===== src/rtl/pll_ctrl_pkg.sv =====
// Shared definitions for the PLL acquisition controller.
//   pll_state_t    : controller state encoding
//   FREQ_W         : width of the VCO/DDS phase-increment word
//   CNT_W          : width of the dwell/lock/loss counters
//   SWEEP_W        : width of the sweep counter
//   DEF_*          : parameter defaults used by pll_acq_ctrl and pll_step_gen
package pll_ctrl_pkg;

    typedef enum logic [2:0] {
        S_IDLE    = 3'd0,
        S_DWELL   = 3'd1,
        S_CONFIRM = 3'd2,
        S_TRACK   = 3'd3,
        S_FAIL    = 3'd4
    } pll_state_t;

    localparam int FREQ_W  = 16;
    localparam int CNT_W   = 16;
    localparam int SWEEP_W = 8;

    localparam logic [FREQ_W-1:0] DEF_F_START = 16'd1000;
    localparam logic [FREQ_W-1:0] DEF_F_STOP  = 16'd3000;
    localparam logic [FREQ_W-1:0] DEF_F_STEP  = 16'd16;

    localparam int DEF_DWELL      = 8;
    localparam int DEF_LOCK_CNT   = 16;
    localparam int DEF_LOSS_CNT   = 4;
    localparam int DEF_MAX_SWEEPS = 3;

endpackage


===== src/rtl/pll_step_gen.sv =====
// Next-frequency generator for the acquisition sweep.
// Ports:
//   freq_base  in  : current coarse phase increment
//   sweep_num  in  : number of completed sweeps
//   next_freq  out : frequency to use after a dwell expires
//   wrap       out : the step would overshoot F_STOP, so the sweep restarts at F_START
//   last_wrap  out : wrap on the final permitted sweep (acquisition has failed)
module pll_step_gen
    import pll_ctrl_pkg::*;
#(
    parameter logic [FREQ_W-1:0] F_START    = DEF_F_START,
    parameter logic [FREQ_W-1:0] F_STOP     = DEF_F_STOP,
    parameter logic [FREQ_W-1:0] F_STEP     = DEF_F_STEP,
    parameter int                MAX_SWEEPS = DEF_MAX_SWEEPS
) (
    input  logic [FREQ_W-1:0]  freq_base,
    input  logic [SWEEP_W-1:0] sweep_num,
    output logic [FREQ_W-1:0]  next_freq,
    output logic               wrap,
    output logic               last_wrap
);

    // One extra bit so a step near the top of the 16-bit range cannot
    // alias back below F_STOP.
    logic [FREQ_W:0] w_sum;

    assign w_sum     = {1'b0, freq_base} + {1'b0, F_STEP};
    assign wrap      = (w_sum > {1'b0, F_STOP});
    assign last_wrap = wrap && (sweep_num == SWEEP_W'(MAX_SWEEPS - 1));
    assign next_freq = wrap ? F_START : w_sum[FREQ_W-1:0];

endmodule


===== src/rtl/pll_acq_ctrl.sv =====
// PLL acquisition controller: sweeps the coarse VCO frequency from F_START
// towards F_STOP, dwelling DWELL ticks per point, confirms lock over LOCK_CNT
// consecutive lock ticks, tracks until LOSS_CNT consecutive unlock ticks,
// and gives up after MAX_SWEEPS full sweeps.
// Ports:
//   clk_500   in  : loop update clock (one tick per cycle)
//   rst_n     in  : asynchronous active-low reset
//   start     in  : one-cycle request to begin acquisition (IDLE/FAIL only)
//   abort     in  : level request to return to IDLE, highest priority
//   lock_in   in  : per-tick phase-error-small flag
//   freq_base out : coarse phase increment for the VCO/DDS
//   loop_en   out : VCO phase accumulator enable
//   loop_clr  out : one-cycle loop-filter integrator clear
//   acquired  out : lock confirmed and being tracked
//   fail      out : all sweeps exhausted without lock
//   busy      out : acquisition or tracking in progress
module pll_acq_ctrl
    import pll_ctrl_pkg::*;
#(
    parameter logic [FREQ_W-1:0] F_START    = DEF_F_START,
    parameter logic [FREQ_W-1:0] F_STOP     = DEF_F_STOP,
    parameter logic [FREQ_W-1:0] F_STEP     = DEF_F_STEP,
    parameter int                DWELL      = DEF_DWELL,
    parameter int                LOCK_CNT   = DEF_LOCK_CNT,
    parameter int                LOSS_CNT   = DEF_LOSS_CNT,
    parameter int                MAX_SWEEPS = DEF_MAX_SWEEPS
) (
    input  logic              clk_500,
    input  logic              rst_n,
    input  logic              start,
    input  logic              abort,
    input  logic              lock_in,
    output logic [FREQ_W-1:0] freq_base,
    output logic              loop_en,
    output logic              loop_clr,
    output logic              acquired,
    output logic              fail,
    output logic              busy
);

    localparam logic [CNT_W-1:0] DWELL_LAST = CNT_W'(DWELL - 1);
    localparam logic [CNT_W-1:0] LOCK_LAST  = CNT_W'(LOCK_CNT - 1);
    localparam logic [CNT_W-1:0] LOSS_LAST  = CNT_W'(LOSS_CNT - 1);

    pll_state_t          r_state;
    logic [FREQ_W-1:0]   r_freq_base;
    logic [SWEEP_W-1:0]  r_sweep_num;
    logic [CNT_W-1:0]    r_dwell_cnt;
    logic [CNT_W-1:0]    r_lock_cnt;
    logic [CNT_W-1:0]    r_loss_cnt;
    logic                r_loop_en;
    logic                r_loop_clr;
    logic                r_acquired;
    logic                r_fail;
    logic                r_busy;

    pll_state_t          w_state;
    logic [FREQ_W-1:0]   w_freq_base;
    logic [SWEEP_W-1:0]  w_sweep_num;
    logic [CNT_W-1:0]    w_dwell_cnt;
    logic [CNT_W-1:0]    w_lock_cnt;
    logic [CNT_W-1:0]    w_loss_cnt;
    logic                w_loop_en;
    logic                w_loop_clr;
    logic                w_acquired;
    logic                w_fail;
    logic                w_busy;
    logic                w_clr_req;
    logic                w_advance;

    logic [FREQ_W-1:0]   w_next_freq;
    logic                w_wrap;
    logic                w_last_wrap;

    pll_step_gen #(
        .F_START    (F_START),
        .F_STOP     (F_STOP),
        .F_STEP     (F_STEP),
        .MAX_SWEEPS (MAX_SWEEPS)
    ) u_step_gen (
        .freq_base  (r_freq_base),
        .sweep_num  (r_sweep_num),
        .next_freq  (w_next_freq),
        .wrap       (w_wrap),
        .last_wrap  (w_last_wrap)
    );

    always_ff @(posedge clk_500 or negedge rst_n) begin
        if (!rst_n) begin
            r_state     <= S_IDLE;
            r_freq_base <= '0;
            r_sweep_num <= '0;
            r_dwell_cnt <= '0;
            r_lock_cnt  <= '0;
            r_loss_cnt  <= '0;
            r_loop_en   <= 1'b0;
            r_loop_clr  <= 1'b0;
            r_acquired  <= 1'b0;
            r_fail      <= 1'b0;
            r_busy      <= 1'b0;
        end else begin
            r_state     <= w_state;
            r_freq_base <= w_freq_base;
            r_sweep_num <= w_sweep_num;
            r_dwell_cnt <= w_dwell_cnt;
            r_lock_cnt  <= w_lock_cnt;
            r_loss_cnt  <= w_loss_cnt;
            r_loop_en   <= w_loop_en;
            r_loop_clr  <= w_loop_clr;
            r_acquired  <= w_acquired;
            r_fail      <= w_fail;
            r_busy      <= w_busy;
        end
    end

    always_comb begin
        w_state     = r_state;
        w_freq_base = r_freq_base;
        w_sweep_num = r_sweep_num;
        w_dwell_cnt = r_dwell_cnt;
        w_lock_cnt  = r_lock_cnt;
        w_loss_cnt  = r_loss_cnt;
        w_loop_en   = r_loop_en;
        w_acquired  = r_acquired;
        w_fail      = r_fail;
        w_busy      = r_busy;
        w_clr_req   = 1'b0;
        w_advance   = 1'b0;

        if (abort) begin
            w_state    = S_IDLE;
            w_loop_en  = 1'b0;
            w_acquired = 1'b0;
            w_fail     = 1'b0;
            w_busy     = 1'b0;
        end else begin
            case (r_state)
                S_IDLE, S_FAIL: begin
                    if (start) begin
                        w_state     = S_DWELL;
                        w_freq_base = F_START;
                        w_sweep_num = '0;
                        w_dwell_cnt = '0;
                        w_lock_cnt  = '0;
                        w_loss_cnt  = '0;
                        w_fail      = 1'b0;
                        w_acquired  = 1'b0;
                        w_loop_en   = 1'b1;
                        w_busy      = 1'b1;
                        w_clr_req   = 1'b1;
                    end
                end
                S_DWELL: begin
                    if (lock_in) begin
                        w_state    = S_CONFIRM;
                        w_lock_cnt = CNT_W'(1);
                    end else begin
                        w_advance = 1'b1;
                    end
                end
                S_CONFIRM: begin
                    // dwell_cnt stays frozen while lock is being confirmed.
                    if (lock_in) begin
                        if (r_lock_cnt == LOCK_LAST) begin
                            w_state    = S_TRACK;
                            w_acquired = 1'b1;
                            w_loss_cnt = '0;
                        end else begin
                            w_lock_cnt = r_lock_cnt + CNT_W'(1);
                        end
                    end else begin
                        // A broken confirm still consumes a dwell tick, so a
                        // flickering lock cannot stall the sweep forever.
                        w_state   = S_DWELL;
                        w_advance = 1'b1;
                    end
                end
                S_TRACK: begin
                    if (lock_in) begin
                        w_loss_cnt = '0;
                    end else if (r_loss_cnt == LOSS_LAST) begin
                        // Re-acquire from the frequency we were tracking at.
                        w_state     = S_DWELL;
                        w_acquired  = 1'b0;
                        w_sweep_num = '0;
                        w_dwell_cnt = '0;
                        w_loss_cnt  = '0;
                        w_clr_req   = 1'b1;
                    end else begin
                        w_loss_cnt = r_loss_cnt + CNT_W'(1);
                    end
                end
                default: begin
                    w_state   = S_IDLE;
                    w_loop_en = 1'b0;
                    w_busy    = 1'b0;
                end
            endcase

            // Shared dwell bookkeeping for an unlocked tick in DWELL/CONFIRM.
            if (w_advance) begin
                if (r_dwell_cnt == DWELL_LAST) begin
                    w_dwell_cnt = '0;
                    if (w_last_wrap) begin
                        w_state   = S_FAIL;
                        w_fail    = 1'b1;
                        w_loop_en = 1'b0;
                        w_busy    = 1'b0;
                    end else begin
                        w_freq_base = w_next_freq;
                        if (w_wrap) begin
                            w_sweep_num = r_sweep_num + SWEEP_W'(1);
                        end
                        w_clr_req = 1'b1;
                    end
                end else begin
                    w_dwell_cnt = r_dwell_cnt + CNT_W'(1);
                end
            end
        end

        // Suppress back-to-back clears (only reachable with very short dwells).
        w_loop_clr = w_clr_req && !r_loop_clr;
    end

    assign freq_base = r_freq_base;
    assign loop_en   = r_loop_en;
    assign loop_clr  = r_loop_clr;
    assign acquired  = r_acquired;
    assign fail      = r_fail;
    assign busy      = r_busy;

endmodule

===== config.mk =====
export PLATFORM = sky130hd
export DESIGN_NAME = pll_acq_ctrl
export DESIGN_NICKNAME = d
export VERILOG_FILES = /design/src/rtl/pll_ctrl_pkg.sv /design/src/rtl/pll_step_gen.sv /design/src/rtl/pll_acq_ctrl.sv
export SDC_FILE = /design/constraint.sdc
export NUM_CORES = 1
export LEC_CHECK = 0
export CAP_MARGIN = 20
export CORE_ASPECT_RATIO = 1.25
export CORE_MARGIN = 3
export CORE_UTILIZATION = 60
export DETAILED_ROUTE_END_ITERATION = 12
export PLACE_DENSITY = 0.91
export SLEW_MARGIN = 15
export SYNTH_ARGS = -nofsm -noshare
export SYNTH_HDL_FRONTEND = slang
export SYNTH_SLANG_ARGS = --single-unit

===== constraint.sdc =====
create_clock -name clk_500 -period 3.4 [get_ports clk_500]
set_input_delay 0.51 -clock clk_500 [delete_from_list [all_inputs] [get_ports clk_500]]
set_output_delay 0.51 -clock clk_500 [all_outputs]
set_load 0.03 [all_outputs]

==> impl_metrics.toml, run 1 <==
[status]
status = "complete, no violations"

[cts]
cts_setup_buffers = 0
cts_buffer_depth = 2
ctsHoldBuffers = 0
ctsResizeCount = 0
clk_pin_slew_ns = 0.08
clkSinkCount = 80
numCtsBuffers = 9
h-tree-depth = 3
clock_tree.root_cell = "clkbuf_8"
cts_tree = "done"
insertion_delay_ns = 0.36

[synthesis]
synth_top_cell_area_share_pct = 43.1
synth-xor-area-share_pct = 2.07
synth_top_area_cell = "dfrtp_1"
synth_area_um2 = 4640
synth_fa_ha_area_share_pct = 1.89
synthArstFlopShare_pct = 100
synth_edf_count = 0
ys_types = 61
synth-compound-area-share_pct = 19.2
yosys_warnings = 0
synth-main-ff-cell = "dfrtp_1"
yosysSeqAreaShare_pct = 43.1
syn_nets = 557
synth_mux_area_share_pct = 0.862
netlist_instances = 545
synth_top_family_by_area = "simple AND/OR/NAND/NOR gates"
yosys.area_share.simple_pct = 28.4
yosys-top-cells-area = "dfrtp_1, o21ai_0, nor2_1"
syn_area_per_cell_um2 = 8.52
ys_ff_latch = 80

[global_routing]
grt_overflow = 0
grt_max_degree = 81
grt_pass1_wl_um = 18200
grt_pass1_vias = 4076
grtUsageTotal_pct = 24.8
antenna_found_initial = 0

[critical_path]
worstRegToRegCells = 7
r2r_setup_slack_ns = 0.45
r2r-start = "freq_base[4]"
cp-start-kind = "flip-flop"
worst-setup-path-type = "reg -> reg"
crit_cells = 7
critPathSlowestCell = "dfrtp_1"
critPathCaptureType = "flip-flop"
cp_top_family = "compound AO/OA/AOI/OAI gates"
startpoint = "freq_base[4]"
endpoint = "freq_base[9]"
crit_required_ns = 3.63
worst_r2r_endpoint = "freq_base[9]"
critical_path.n_buffers_inverters = 0
cp.arrival_ns = 3.18
critPathMaxFanout = 10
max_stage_delay_ns = 0.51
crit_chain = "ha_1 > nand3_1 > o2111a_1 > o32ai_1 > a211o_1 > a31o_1 > a21oi_1"

[worst_hold_path]
min_path_type = "in -> async"

[route]
wirelength_um = 10700
routedWlPerCell_um = 16.3
dr.pass1.iters = 6
drtAntennaViolNets = 0
first_iter_violations = 424
vias = 4286
drc = 0
drt-vias-per-instance = 6.53

[final_layout]
antenna_cells = 0
final_cell_mix = "dfrtp_1, o21ai_0, nor2_1"
drive_gt1_share_pct = 6.03
nets = 572
final_common_cell = "dfrtp_1"
syn_to_final_growth_pct = 10.6

[die]
die_y_um = 104
die_width_um = 84.7
initial_core_util_pct = 62.4
die_area_um2 = 8840
io_pins = 26
core_um2 = 7440
rows = 35

[flow_run]
max_cap_violations = 0

[power_and_ir_drop]
power.density_nw_per_um2 = 362
power.static_leakage_uw = 0.00207
max-vdd-ir-drop_mv = 0.250

[place]
dp_slack_ns = 0.512
place.gp.congestion = 0.898
hpwlAfterDp_um = 7110
placement.io_buffers = 25

[sta]
final.period_utilization_pct = 86.8
max_slew_margin_pct = 33.3
hold_viol_final = 0
rsz0062_at_grt = "false"
worstMarginPinSlew_ns = 1.00
fin_tns_setup_ns = 0
fin_worst_skew_ns = 0.0120
fmax_mhz = 339
slew_viol_final = 0
fin_ws_ns = 0.448
setup_viol = 0
holdWs_ns = 0.315
fin_crit_ns = 2.95
synth_stat cells, types with 3 or more instances:
| master | count |
|---|---|
| a21boi_0 | 3 |
| a21o_1 | 7 |
| a21oi_1 | 19 |
| a22o_1 | 4 |
| a31oi_1 | 11 |
| and2_1 | 10 |
| and3_1 | 5 |
| and4_1 | 6 |
| clkbuf_1 | 23 |
| dfrtp_1 | 80 |
| ha_1 | 7 |
| inv_1 | 23 |
| mux2i_1 | 4 |
| nand2_1 | 48 |
| nand2b_1 | 12 |
| nand3_1 | 21 |
| nand4_1 | 14 |
| nor2_1 | 51 |
| nor2b_1 | 7 |
| nor3_1 | 20 |
| nor3b_1 | 3 |
| nor4_1 | 17 |
| nor4b_1 | 5 |
| o21ai_0 | 65 |
| o31ai_1 | 9 |
| or2_2 | 8 |
| or3_1 | 7 |
| or4b_1 | 3 |
| xnor2_1 | 11 |
sequential cells by signal, summed over array words and instances, names as in the netlist, 3 cells and up:
name         count
r_dwell_cnt     16
r_state          3
freq_base       16
r_lock_cnt      16
r_sweep_num      8
r_loss_cnt      16
power by group:
part	switching (µW)	internal (µW)	total, µW	leakage, µW
clock network	336	408	744	0.000103
registers	15.2	961	976	0.00108
logic	93.5	42.5	136	0.000883
total	445	1410	1860	0.00207
how the worst min path moves through the flow:
| stage | start | endpoint | slack [ns] | cells past startpoint |
|---|---|---|---|---|
| floorplan | rst_n | acquired | 0.21 | 0 |
| detailed placement | freq_base[3] | freq_base[3] | 0.47 | 1 |
| finish | rst_n | r_loss_cnt[15] | 0.31 | 1 |
| global placement | freq_base[3] | freq_base[3] | 0.46 | 1 |
| global route | rst_n | r_loss_cnt[13] | 0.39 | 1 |
| CTS | rst_n | r_loss_cnt[15] | 0.36 | 1 |
layer usage:
layer / vias to the layer above / part of all wire [%] / track usage (%) / routed length [µm]
li1: 2024 / - / - / -
met1: 2045 / 40 / 30.9 / 4320
met2: 179 / 51 / 41.7 / 5510
met3: 38 / 5.5 / 5.31 / 586
met4: 0 / 2.6 / 9.50 / 278
met5: - / 0 / 0 / 0
metrics by stage:
stage	std cells	cell area, µm²	total power, µW	util, %
2_1_floorplan	545	4640	1080	-
3_3_place_gp	641	4930	1130	66.3
3_5_place_dp	641	4930	1130	66.3
4_1_cts	656	5130	1860	69.0
5_1_grt	656	5130	1920	69.0
6_report	656	5130	1860	69.0
logic make-up (layout without fill, tap and decap cells):
| group | Yosys count | after routing |
|---|---|---|
| AO/OA/AOI/OAI | 144 | 144 |
| XOR/XNOR | 11 | 11 |
| adder cells (fa/ha/maj) | 7 | 7 |
| buffers and inverters | 51 | 70 |
| flip-flops | 80 | 80 |
| multiplexers | 4 | 4 |
| AND/OR/NAND/NOR | 248 | 248 |
final cells by class:
cell class                 count  area [µm²]
timing repair buffer          31         293
tap                           92         115
sequential                    80        2000
clock buffer                  11         131
clock inverter                 4        70.1
fill                         555        2310
inverter                      24        90.1
multi-input combinational    414        2430
worst reg2reg max path: cells and delay by family, from the launching register on:
kind | cells | cell delay [ns]
simple gates | 1 | 0.26
fa+ha+maj | 1 | 0.33
compound gates | 5 | 1.73
flops | 1 | 0.51
Note: power is estimated with default switching activity, not from simulation.
==> run 2, diff against run 1 <==
--- a/config.mk
+++ b/config.mk
@@ -6,10 +6,13 @@
 export NUM_CORES = 1
 export LEC_CHECK = 0
 export CAP_MARGIN = 20
+export CELL_PAD_IN_SITES_DETAIL_PLACEMENT = 0
+export CELL_PAD_IN_SITES_GLOBAL_PLACEMENT = 1
 export CORE_ASPECT_RATIO = 1.25
 export CORE_MARGIN = 3
-export CORE_UTILIZATION = 60
+export CORE_UTILIZATION = 46
 export DETAILED_ROUTE_END_ITERATION = 12
+export MAX_ROUTING_LAYER = met4
 export PLACE_DENSITY = 0.91
 export SLEW_MARGIN = 15
 export SYNTH_ARGS = -nofsm -noshare
==> run 2 against run 1 <==
Against the previous run:
- first-iteration DRC count is 37% lower
- hold slack worse by 0.22 ns
- clock-buffer cell count stayed put
==> impl_metrics.toml, run 2 (synthesized netlist as in run 1, its figures left out) <==
[critical_path]
max_stage_delay_ns = 0.48
cp.arrival_ns = 3.03
cp-start-kind = "flip-flop"
critPathSlowestCell = "dfrtp_1"
crit_required_ns = 3.60
r2r_setup_slack_ns = 0.57
worst-setup-path-type = "reg -> reg"
critPathCaptureType = "flip-flop"
critPathMaxFanout = 10
crit_chain = "ha_1 > nand3_1 > o2111a_1 > o32ai_1 > a211o_1 > a31o_1 > a21oi_1"

[place]
place.gp.congestion = 0.933
placement.io_buffers = 25
hpwlAfterDp_um = 7300
dp_slack_ns = 0.588

[cts]
clkSinkCount = 80
h-tree-depth = 3
cts_buffer_depth = 2
clk_pin_slew_ns = 0.06
numCtsBuffers = 9
insertion_delay_ns = 0.33
ctsHoldBuffers = 0
cts_setup_buffers = 0
clock_tree.root_cell = "clkbuf_16"
cts_tree = "done"
ctsResizeCount = 0

[sta]
fin_worst_skew_ns = 0.00603
fin_tns_setup_ns = 0
max_slew_margin_pct = 49.0
setup_viol = 0
fmax_mhz = 354
rsz0062_at_grt = "false"
fin_ws_ns = 0.574
hold_viol_final = 0
final.period_utilization_pct = 83.1
fin_crit_ns = 2.83
slew_viol_final = 0
worstMarginPinSlew_ns = 0.755

[route]
wirelength_um = 10800
drc = 0
first_iter_violations = 268
drt-vias-per-instance = 5.97
routedWlPerCell_um = 15.5
dr.pass1.iters = 7
drtAntennaViolNets = 0
vias = 4140

[die]
io_pins = 26
initial_core_util_pct = 47.8
core_um2 = 9710
die_y_um = 118
rows = 40
die_width_um = 95.9
die_area_um2 = 11300

[power_and_ir_drop]
power.static_leakage_uw = 0.00213
power.density_nw_per_um2 = 391
max-vdd-ir-drop_mv = 0.233

[global_routing]
antenna_found_initial = 0
grt_max_degree = 81
grt_overflow = 0
grtUsageTotal_pct = 21.3
grt_pass1_wl_um = 19000
grt_pass1_vias = 4023

[final_layout]
final_cell_mix = "dfrtp_1, o21ai_0, nor2_1"
fillCellCount = 910
antenna_cells = 0
final_common_cell = "dfrtp_1"
syn_to_final_growth_pct = 14.3
drive_gt1_share_pct = 6.70
nets = 575

[status]
status = "complete, no violations"

[worst_hold_path]
min_path_type = "in -> async"

[flow_run]
max_cap_violations = 0
-- run 2: changes by cell type in the layout (fill, tap and decap cells not counted), sizes merged --
cell    before  now
clkinv       3    4
buf          7   10
bufinv       2    1
-- run 2: power by group --
part,leakage [µW],switching (µW),internal [µW]
Combinational,0.000904,96.2,48.1
Sequential,0.00108,14.1,963
Clock,0.000145,371,581
Total,0.00213,482,1590
-- run 2: per-layer routing --
metal	global-route usage (%)	up-vias	wire length [µm]
met5	-	-	0
met4	8.10	0	250
met3	3.76	21	384
met2	32.9	82	5250
met1	27.9	2021	4890
li1	-	2016	-
-- run 2: per-stage QoR --
step | hold slack (ns) | util [%] | std cells | total power (µW) | area, µm²
finish | 0.0955 | 54.7 | 693 | 2070 | 5310
floorplan | 0.214 | - | 545 | 1080 | 4640
detailed placement | 0.483 | 51.4 | 677 | 1140 | 4990
global placement | 0.469 | 51.4 | 677 | 1130 | 4990
global route | 0.117 | 54.7 | 693 | 2160 | 5310
CTS | 0.404 | 54.4 | 692 | 2100 | 5280
-- run 2: critical path, delay by kind of cell (launching register included) --
kind	cells	cell delay, ns
compound gates	5	1.68
flops	1	0.48
fa+ha+maj	1	0.30
simple gates	1	0.23
-- run 2: area by class of cell --
type                       instances  area [µm²]  area share (%)
timing repair buffer              34         335            6.32
clock buffer                      11         243            4.57
tap                              126         158            2.97
multi-input combinational        414        2430            45.9
inverter                          24        90.1            1.70
clock inverter                     4        45.0           0.849
sequential                        80        2000            37.7
-- run 2: worst paths after layout --
kind | end | cells past startpoint | from
setup / recovery | freq_base[8] | 7 | freq_base[4]
hold / removal | r_loss_cnt[5] | 1 | rst_n
setup reg to reg | freq_base[8] | 7 | freq_base[4]
hold reg to reg | r_dwell_cnt[15] | 1 | r_dwell_cnt[15]
max in group asynchronous | r_sweep_num[5] | 2 | rst_n
min in group clk_500 | r_dwell_cnt[15] | 1 | r_dwell_cnt[15]
